<file path="src/rtl/multichannel_average_filter.sv">
// multichannel_average_filter
// Per-channel boxcar mean over a run-time selectable power-of-two window
// (N = 2^k, k = clamped win_log2). Results are rounded half toward +inf and are
// only emitted once the window holds N samples. Changing k flushes all state.
//
// Ports:
//   clk        rising-edge clock
//   rst_n      synchronous active-low reset
//   win_log2   window exponent, values above log2(MAX_WINDOW) clamp
//   in_valid   sample qualifier shared by all channels
//   in_data    packed signed samples, channel c at [c*DATA_WIDTH +: DATA_WIDTH]
//   out_valid  one-cycle strobe per accepted sample once the window is full
//   out_data   packed rounded means, same packing as in_data
//   warm       high while the window is full
module multichannel_average_filter #(
  parameter int unsigned DATA_WIDTH = 12,
  parameter int unsigned NUM_CH     = 2,
  parameter int unsigned MAX_WINDOW = 32
) (
  input  logic                                       clk,
  input  logic                                       rst_n,
  input  logic [$clog2($clog2(MAX_WINDOW)+1)-1:0]    win_log2,
  input  logic                                       in_valid,
  input  logic [NUM_CH*DATA_WIDTH-1:0]               in_data,
  output logic                                       out_valid,
  output logic [NUM_CH*DATA_WIDTH-1:0]               out_data,
  output logic                                       warm
);

  localparam int unsigned LOG2_MAX = $clog2(MAX_WINDOW);
  localparam int unsigned KW       = $clog2(LOG2_MAX + 1);
  localparam int unsigned AW       = DATA_WIDTH + LOG2_MAX + 1;
  localparam int unsigned FW       = LOG2_MAX + 1;

  logic [KW-1:0]                 k_c;
  logic [KW-1:0]                 k_q;
  logic                          flush_c;
  logic                          accept_c;
  logic [FW-1:0]                 n_win_c;
  logic [FW-1:0]                 fill_cnt;
  logic [FW-1:0]                 fill_nxt_c;
  logic                          full_c;
  logic [LOG2_MAX-1:0]           wr_ptr;
  logic [LOG2_MAX-1:0]           rd_ptr_c;
  logic                          pend;
  logic signed [AW-1:0]          rnd_c;
  logic [NUM_CH*DATA_WIDTH-1:0]  mean_c;

  // Window selection, flush detection and shared fill bookkeeping
  always_comb begin
    k_c = win_log2;
    if (win_log2 > KW'(LOG2_MAX)) begin
      k_c = KW'(LOG2_MAX);
    end
    flush_c    = (k_c != k_q);
    accept_c   = in_valid && !flush_c;
    n_win_c    = FW'(1) << k_q;
    full_c     = (fill_cnt == n_win_c);
    fill_nxt_c = full_c ? fill_cnt : fill_cnt + FW'(1);
    // For N = MAX_WINDOW the low bits of N are zero, so the leaving slot is
    // the one about to be overwritten; the async read returns its old value.
    rd_ptr_c   = wr_ptr - n_win_c[LOG2_MAX-1:0];
  end

  // Rounding offset 2^(k-1), zero for k = 0
  always_comb begin
    rnd_c = '0;
    if (k_q != '0) begin
      rnd_c = $signed(AW'(1) << (k_q - KW'(1)));
    end
  end

  // Per-channel history, accumulator and rounded mean
  for (genvar c = 0; c < NUM_CH; c++) begin : g_ch
    logic signed [DATA_WIDTH-1:0] mem [MAX_WINDOW];
    logic signed [DATA_WIDTH-1:0] smp_c;
    logic signed [DATA_WIDTH-1:0] leave_c;
    logic signed [AW-1:0]         acc;
    logic signed [AW-1:0]         acc_nxt_c;

    assign smp_c     = $signed(in_data[c*DATA_WIDTH +: DATA_WIDTH]);
    assign leave_c   = full_c ? mem[rd_ptr_c] : '0;
    assign acc_nxt_c = acc + AW'(smp_c) - AW'(leave_c);
    assign mean_c[c*DATA_WIDTH +: DATA_WIDTH] = DATA_WIDTH'((acc + rnd_c) >>> k_q);

    // History storage carries no reset; stale entries are never read
    // because leaving is gated by full_c.
    always_ff @(posedge clk) begin
      if (accept_c) begin
        mem[wr_ptr] <= smp_c;
      end
    end

    always_ff @(posedge clk) begin
      if (!rst_n || flush_c) begin
        acc <= '0;
      end else if (accept_c) begin
        acc <= acc_nxt_c;
      end
    end
  end

  // Control state and registered outputs
  always_ff @(posedge clk) begin
    if (!rst_n) begin
      k_q       <= k_c;
      fill_cnt  <= '0;
      wr_ptr    <= '0;
      warm      <= 1'b0;
      pend      <= 1'b0;
      out_valid <= 1'b0;
      out_data  <= '0;
    end else begin
      k_q <= k_c;
      if (flush_c) begin
        fill_cnt  <= '0;
        wr_ptr    <= '0;
        warm      <= 1'b0;
        pend      <= 1'b0;
        out_valid <= 1'b0;
      end else begin
        out_valid <= pend;
        if (pend) begin
          out_data <= mean_c;
        end
        // pend marks that acc now holds a full-window sum for this sample
        pend <= accept_c && (fill_nxt_c == n_win_c);
        if (accept_c) begin
          fill_cnt <= fill_nxt_c;
          wr_ptr   <= wr_ptr + LOG2_MAX'(1);
          warm     <= (fill_nxt_c == n_win_c);
        end
      end
    end
  end

endmodule

</file>
<file path="config.mk">
export PLATFORM = sky130hd
export DESIGN_NAME = multichannel_average_filter
export DESIGN_NICKNAME = d
export VERILOG_FILES = /design/src/rtl/multichannel_average_filter.sv
export SDC_FILE = /design/constraint.sdc
export NUM_CORES = 1
export LEC_CHECK = 0
export ABC_CLOCK_PERIOD_IN_PS = 10000
export CAP_MARGIN = 20
export CORE_MARGIN = 3
export CORE_UTILIZATION = 25
export DETAILED_ROUTE_END_ITERATION = 16
export GPL_ROUTABILITY_DRIVEN = 1
export PLACE_DENSITY = 0.47
export SYNTH_ARGS = -nofsm -noshare
export SYNTH_HDL_FRONTEND = slang
export SYNTH_SLANG_ARGS = --single-unit
</file>
<file path="constraint.sdc">
create_clock -name clk -period 10 [get_ports clk]
set_input_delay 2 -clock clk [delete_from_list [all_inputs] [get_ports clk]]
set_output_delay 2 -clock clk [all_outputs]
set_load 0.1 [all_outputs]
</file>
# --- Word-level counts from Yosys, hierarchy flattened ---
# Memories as Yosys holds them, arrays and structs flattened.
# Cells that the tools add are included.
op_classes:
  n_eq_ne: 3
  n_addsub: 10
  n_bitwise: 2
  shift: 4
  reduce_logical: 8
  n_mux: 7
  n_lt_le_gt_ge: 1
ops:
  columns: ["op", "n"]
  rows:
  - ["18-bit by 12-bit adder with 18-bit output", 2]
  - ["18-bit adder", 2]
  - ["18-bit by 3-bit >>> shifter with 12-bit output", 2]
  - ["18-bit by 12-bit subtractor with 18-bit output", 2]
  - ["12-bit 2-to-1 mux", 2]
  - ["18-bit 2-to-1 mux", 1]
  - ["1-bit by 3-bit left shift with 18-bit output (first input constant)", 1]
  - ["6-bit == test", 2]
  - ["6-bit by 1-bit adder with 6-bit output (second input constant)", 1]
  - ["6-bit 2-to-1 mux", 1]
  - ["1-bit by 3-bit left shift with 6-bit output (first input constant)", 1]
  - ["5-bit by 1-bit adder with 5-bit output (second input constant)", 1]
  - ["5-bit subtractor", 1]
  - ["3-bit > comparator (second input constant)", 1]
  - ["3-bit 2-to-1 mux", 1]
  - ["3-bit != test", 1]
  - ["3-bit nonzero test", 1]
  - ["3-bit by 1-bit subtractor with 3-bit output (second input constant)", 1]
  - ["1-bit logical AND", 2]
  - ["1-bit zero test", 2]
  - ["1-bit 2-to-1 mux", 2]
  - ["1-bit NOT", 2]
  - ["2-bit AND reduction", 1]
  - ["2-bit OR reduction", 1]
  - ["1-bit logical OR", 1]
word_totals:
  inputBits: 30
  ff_bits: 77
  wordCells: 46
  n_memories: 2
  ramBits: 768
  out_inout_bits: 26
memory_table:
  columns: ["memory", "words", "word_bits", "read_ports", "rd_clocked_by_memory_dff", "write_ports", "line_no", "source"]
  rows:
  - ["g_ch[0].mem", 32, 12, 1, 0, 1, "75", "logic signed [DATA_WIDTH-1:0] mem [MAX_WINDOW];"]
  - ["g_ch[1].mem", 32, 12, 1, 0, 1, "75", null]

# --- Longest topological paths before layout ---
depth:
  ltp_word: 7
  ltp_mapped: 26
  ltp_nobuf: 23

# --- Worst setup path after synthesis ---
# No wires, ideal clock.
synth_path:
  path_kind: "register to register"
  start: "register k_q[0]"
  end: "register g_ch[1].acc[14]"
  required_ns: 9.914
  setup_time_ns: 0.086
  stages_incl_launch_ff: 24
  path_buffers: 4
  period_less_slack_ns: 6.057
  slack_ns: 3.943
  arrival_time_ns: 5.971
  path_cell_list: "dfxtp_1 buf_2 buf_1 nor3_1 ha_1 fa_1 xnor2_1 buf_2 buf_1 mux4_2 mux2i_1 nor2_1 ha_1 inv_1 ha_1 fa_1 a211oi_1 nor2_1 o211ai_1 a31oi_1 o21a_1 o21ai_0 mux2_2 a211oi_1"
synth_between:
  elab_chain_cells: 5
  elab_cells_between_ends: 10
  cone_classes: "add/sub: 2; eq/ne: 2; shift: 1; mux: 1; reduce/logical: 3; memory: 1"
synth_lines:
  columns: ["element", "line_no", "source"]
  rows:
  - ["start, declared", "36", "logic [KW-1:0] k_q;"]
  - ["start signal, assigned", "106", "k_q <= k_c;"]
  - ["start signal, assigned", "114", "k_q <= k_c;"]
  - ["1-bit by 3-bit left shift with 6-bit output", "57", "n_win_c = FW'(1) << k_q;"]
  - ["5-bit subtractor", "62", "rd_ptr_c = wr_ptr - n_win_c[LOG2_MAX-1:0];"]
  - ["memory read 32 x 12 bit", null, null]
  - ["12-bit 2-to-1 mux", "82", "assign leave_c = full_c ? mem[rd_ptr_c] : '0;"]
  - ["18-bit by 12-bit subtractor with 18-bit output", "83", "assign acc_nxt_c = acc + AW'(smp_c) - AW'(leave_c);"]
  - ["end signal, assigned", "98", "acc <= acc_nxt_c;"]
  - ["end, declared", "78", "logic signed [AW-1:0] acc;"]
# Parallel ways exist; a longest one is shown, timed or not.
# A chain may end at the register's enable or synchronous reset.

# --- Final worst setup path ---
# Same ends and word-level chain as after synthesis.

==> results.yml <==
placement:
  portBuffers: 55
  dpl.hpwl_um: 61700
  dpl_cell_area_sq_mm: 0.0411
  pre_cts_ws_ps: 2730
  gp_congestion: 0.821
  place_inst: 4251
logic_synthesis:
  seq_area_frac_synth_pct: 65.5
  yosysUniqueCellTypes: 80
  syn_inst: 2238
  ys_warn_count: 0
  synth_edf_count: 768
  synth_seq_cells: 845
  synth_commonest_cells: "edfxtp_1, mux4_2, nor2_1, inv_1, nand2_1"
  async_flop_share_pct: 0
  synth_top_area_share_pct: 61.4
  synth_largest_area_cell: "edfxtp_1"
  synthMostInstantiatedCell: "edfxtp_1"
  synth_flop_cell: "edfxtp_1"
  synth_area_leaders: "edfxtp_1, mux4_2, dfxtp_1"
  syn-cell-area_sq_mm: 0.0376
  syn_avg_cell_area_sq_um: 16.8
final_layout:
  layout-drive-gt1-share_pct: 21.2
  fillers: 14700
  final_cells: 4434
  fin_area_sq_mm: 0.0443
  fin_nets: 2484
  syn_to_final_growth_pct: 17.8
  final_util_pct: 29.8
sta:
  finalMaxSlewViolations: 0
  max_slew_margin_pct: 27.9
  rsz0062_at_grt: "false"
  setup_ws_ps: 2710
  fin_skew_ps: 39.2
  fin_crit_sh_pct: 72.9
  setup-tns-final_ps: 0
  max_freq_ghz: 0.137
  final_hold_viol_count: 0
  worst_pin_slew_ps: 1080
  fin_crit_ps: 7290
  finalSetupViolations: 0
grt:
  grt_pass1_wl_um: 155000
  grt_pass1_vias: 21400
  grt_usage_pct: 13.6
  globalRouteOverflowTotal: 0
  antenna_found_initial: 3
  grt_start_max_net_pins: 98
routing:
  ant_nets: 0
  drc: 0
  via_per_inst: 4.70
  wl_um: 107000
  drt-initial-drc-count: 1876
  vias: 20800
  first_pass_iters: 7
  wire_per_inst_um: 24.1
floorplan:
  start_util_pct: 25.3
  rows: 141
  die_area_sq_mm: 0.155
  die_h_um: 394
  pin_count: 56
  die_w_um: 394
  coreArea_sq_mm: 0.149
pwr:
  pwr-share-seq_pct: 46.5
  pwr-share-clk_pct: 39.4
  p_switching_mw: 2.09
  netSwitchingFraction_pct: 25.1
  internal-power_mw: 6.25
  power_density_mw_per_mm2: 188
  power.share.combinational_pct: 14.0
  ir_worst_vdd_mv: 0.115
  p_leak_nw: 14.5
cts:
  cts.sinks: 845
  hold_buffers: 0
  clk_latency_ps: 690
  cts_buffer_depth: 3
  cts_root_buffer: "clkbuf_16"
  cts_made_buffers: 92
  cts.repair.resized: 0
  htree_levels: 3
  post_cts_buffers: 0
  cts.clk_slew.worst_paths_ps: 60
  tritoncts: "built"
critical_path:
  r2r_cells: 20
  crit_path_start_kind: "flop"
  required_ps: 10600
  reg2reg_from: "k_q[0]"
  cp.arrival_ps: 7900
  rrSetupSlack_ps: 2710
  cp_max_fo: 88
  regToRegEndpoint: "g_ch[1].acc[14]"
  critical_path_class: "reg -> reg"
  worstSetupEndpointType: "flop"
min_path:
  holdCritStartpoint: "out_data[17]"
  hold_class: "reg -> reg"
  min_to: "out_data[17]"
  whs_path_depth: 2
status:
  status: "completed"
job:
  drv_cap: 0
[placed cells by master (no fill, tap or decap), drive strengths merged, types with 6 or more instances in the layout]
| cell | instances |
|---|---|
| nor2b | 6 |
| inv | 154 |
| nand3 | 38 |
| a211oi | 24 |
| xnor2 | 41 |
| mux2i | 58 |
| a211o | 7 |
| nand4 | 10 |
| nor2 | 154 |
| or3 | 13 |
| edfxtp | 768 |
| dfxtp | 77 |
| o311ai | 8 |
| nor4 | 7 |
| a21o | 22 |
| o221ai | 7 |
| nor3 | 25 |
| buf | 70 |
| and3 | 9 |
| o21a | 15 |
| clkinv | 48 |
| clkbuf | 120 |
| xor2 | 21 |
| a31oi | 13 |
| mux4 | 249 |
| clkdlybuf4s50 | 54 |
| o21ai | 52 |
| o22ai | 7 |
| fa | 37 |
| mux2 | 6 |
| ha | 63 |
| bufinv | 6 |
| o211ai | 15 |
| nand2 | 81 |
| a21oi | 59 |
| nand2b | 7 |
[area by class of cell]
cell class                 count  area [sq um]  share of cell area (%)
tap                         2002          2500                    5.66
multi-input combinational   1132         12300                    27.8
inverter                     152           571                    1.29
clock buffer                 113          2400                    5.43
timing repair buffer         131          1390                    3.14
antenna                        1          2.50                 0.00565
clock inverter                58           504                    1.14
sequential                   845         24600                    55.6
[per-layer routing]
metal | share of wire [%] | GRT usage (%)
met1 | 45 | 19.1
met2 | 47 | 21.7
met3 | 5.0 | 2.21
met4 | 2.5 | 4.14
met5 | 0.011 | 0
[metrics by stage]
step / total power [mW] / hold slack, ps
CTS: 8.42 / 474
global route: 8.69 / 512
finish: 8.33 / 471
global placement: 5.10 / 462
floorplan: 4.77 / 449
detailed placement: 5.11 / 466
[critical path: stages (launching register included)]
cell and delay [ps]:
dfxtp_2 310, buf_4 520, nor3_1 280, ha_4 250
fa_4 1270, buf_12 480, mux4_2 400, mux4_2 470
mux2i_1 180, nor2_1 80, fa_1 510, inv_1 70
fa_1 420, a211oi_1 230, nor2_1 130, o211ai_1 350
a31oi_1 180, o21a_1 230, o21ai_0 180, mux2_2 350
a211oi_1 210
[flip-flops by register name, summed over array words and instances, names as in the netlist]
signal and flops:
out_data 24, out_valid 1, warm 1, pend 1, wr_ptr 5, k_q 3
fill_cnt 6, g_ch.mem 768, g_ch.acc 36
[power by group through the flow]
stage                     clock (mW)  sequential [mW]  combinational, mW
after global routing            3.53             3.88               1.28
after detailed placement           0             3.95               1.16
after CTS                       3.38             3.88               1.17
final                           3.29             3.88               1.17
after floorplan                    0             3.94              0.822
after global placement             0             3.95               1.15
[cell families after synthesis]
kind of cell             Yosys count  synth area share (%)
flip-flops                       845                  65.5
AND/OR/NAND/NOR                  372                  4.49
multiplexers                     313                  16.6
AO/OA/AOI/OAI                    283                  5.22
buffers and inverters            262                  2.68
adder cells (fa/ha/maj)          100                  4.07
XOR/XNOR                          62                  1.44
other                              1               0.00998
[worst max-delay path by stage]
stage / start / to / cells past startpoint
floorplan: k_q[0] / g_ch[1].acc[14] / 23
global placement: k_q[0] / g_ch[1].acc[14] / 21
detailed placement: k_q[0] / g_ch[1].acc[14] / 21
CTS: k_q[0] / g_ch[1].acc[14] / 21
global route: k_q[2] / g_ch[1].acc[14] / 20
finish: k_q[0] / g_ch[1].acc[14] / 20
Power figures use the tool's default switching activity.
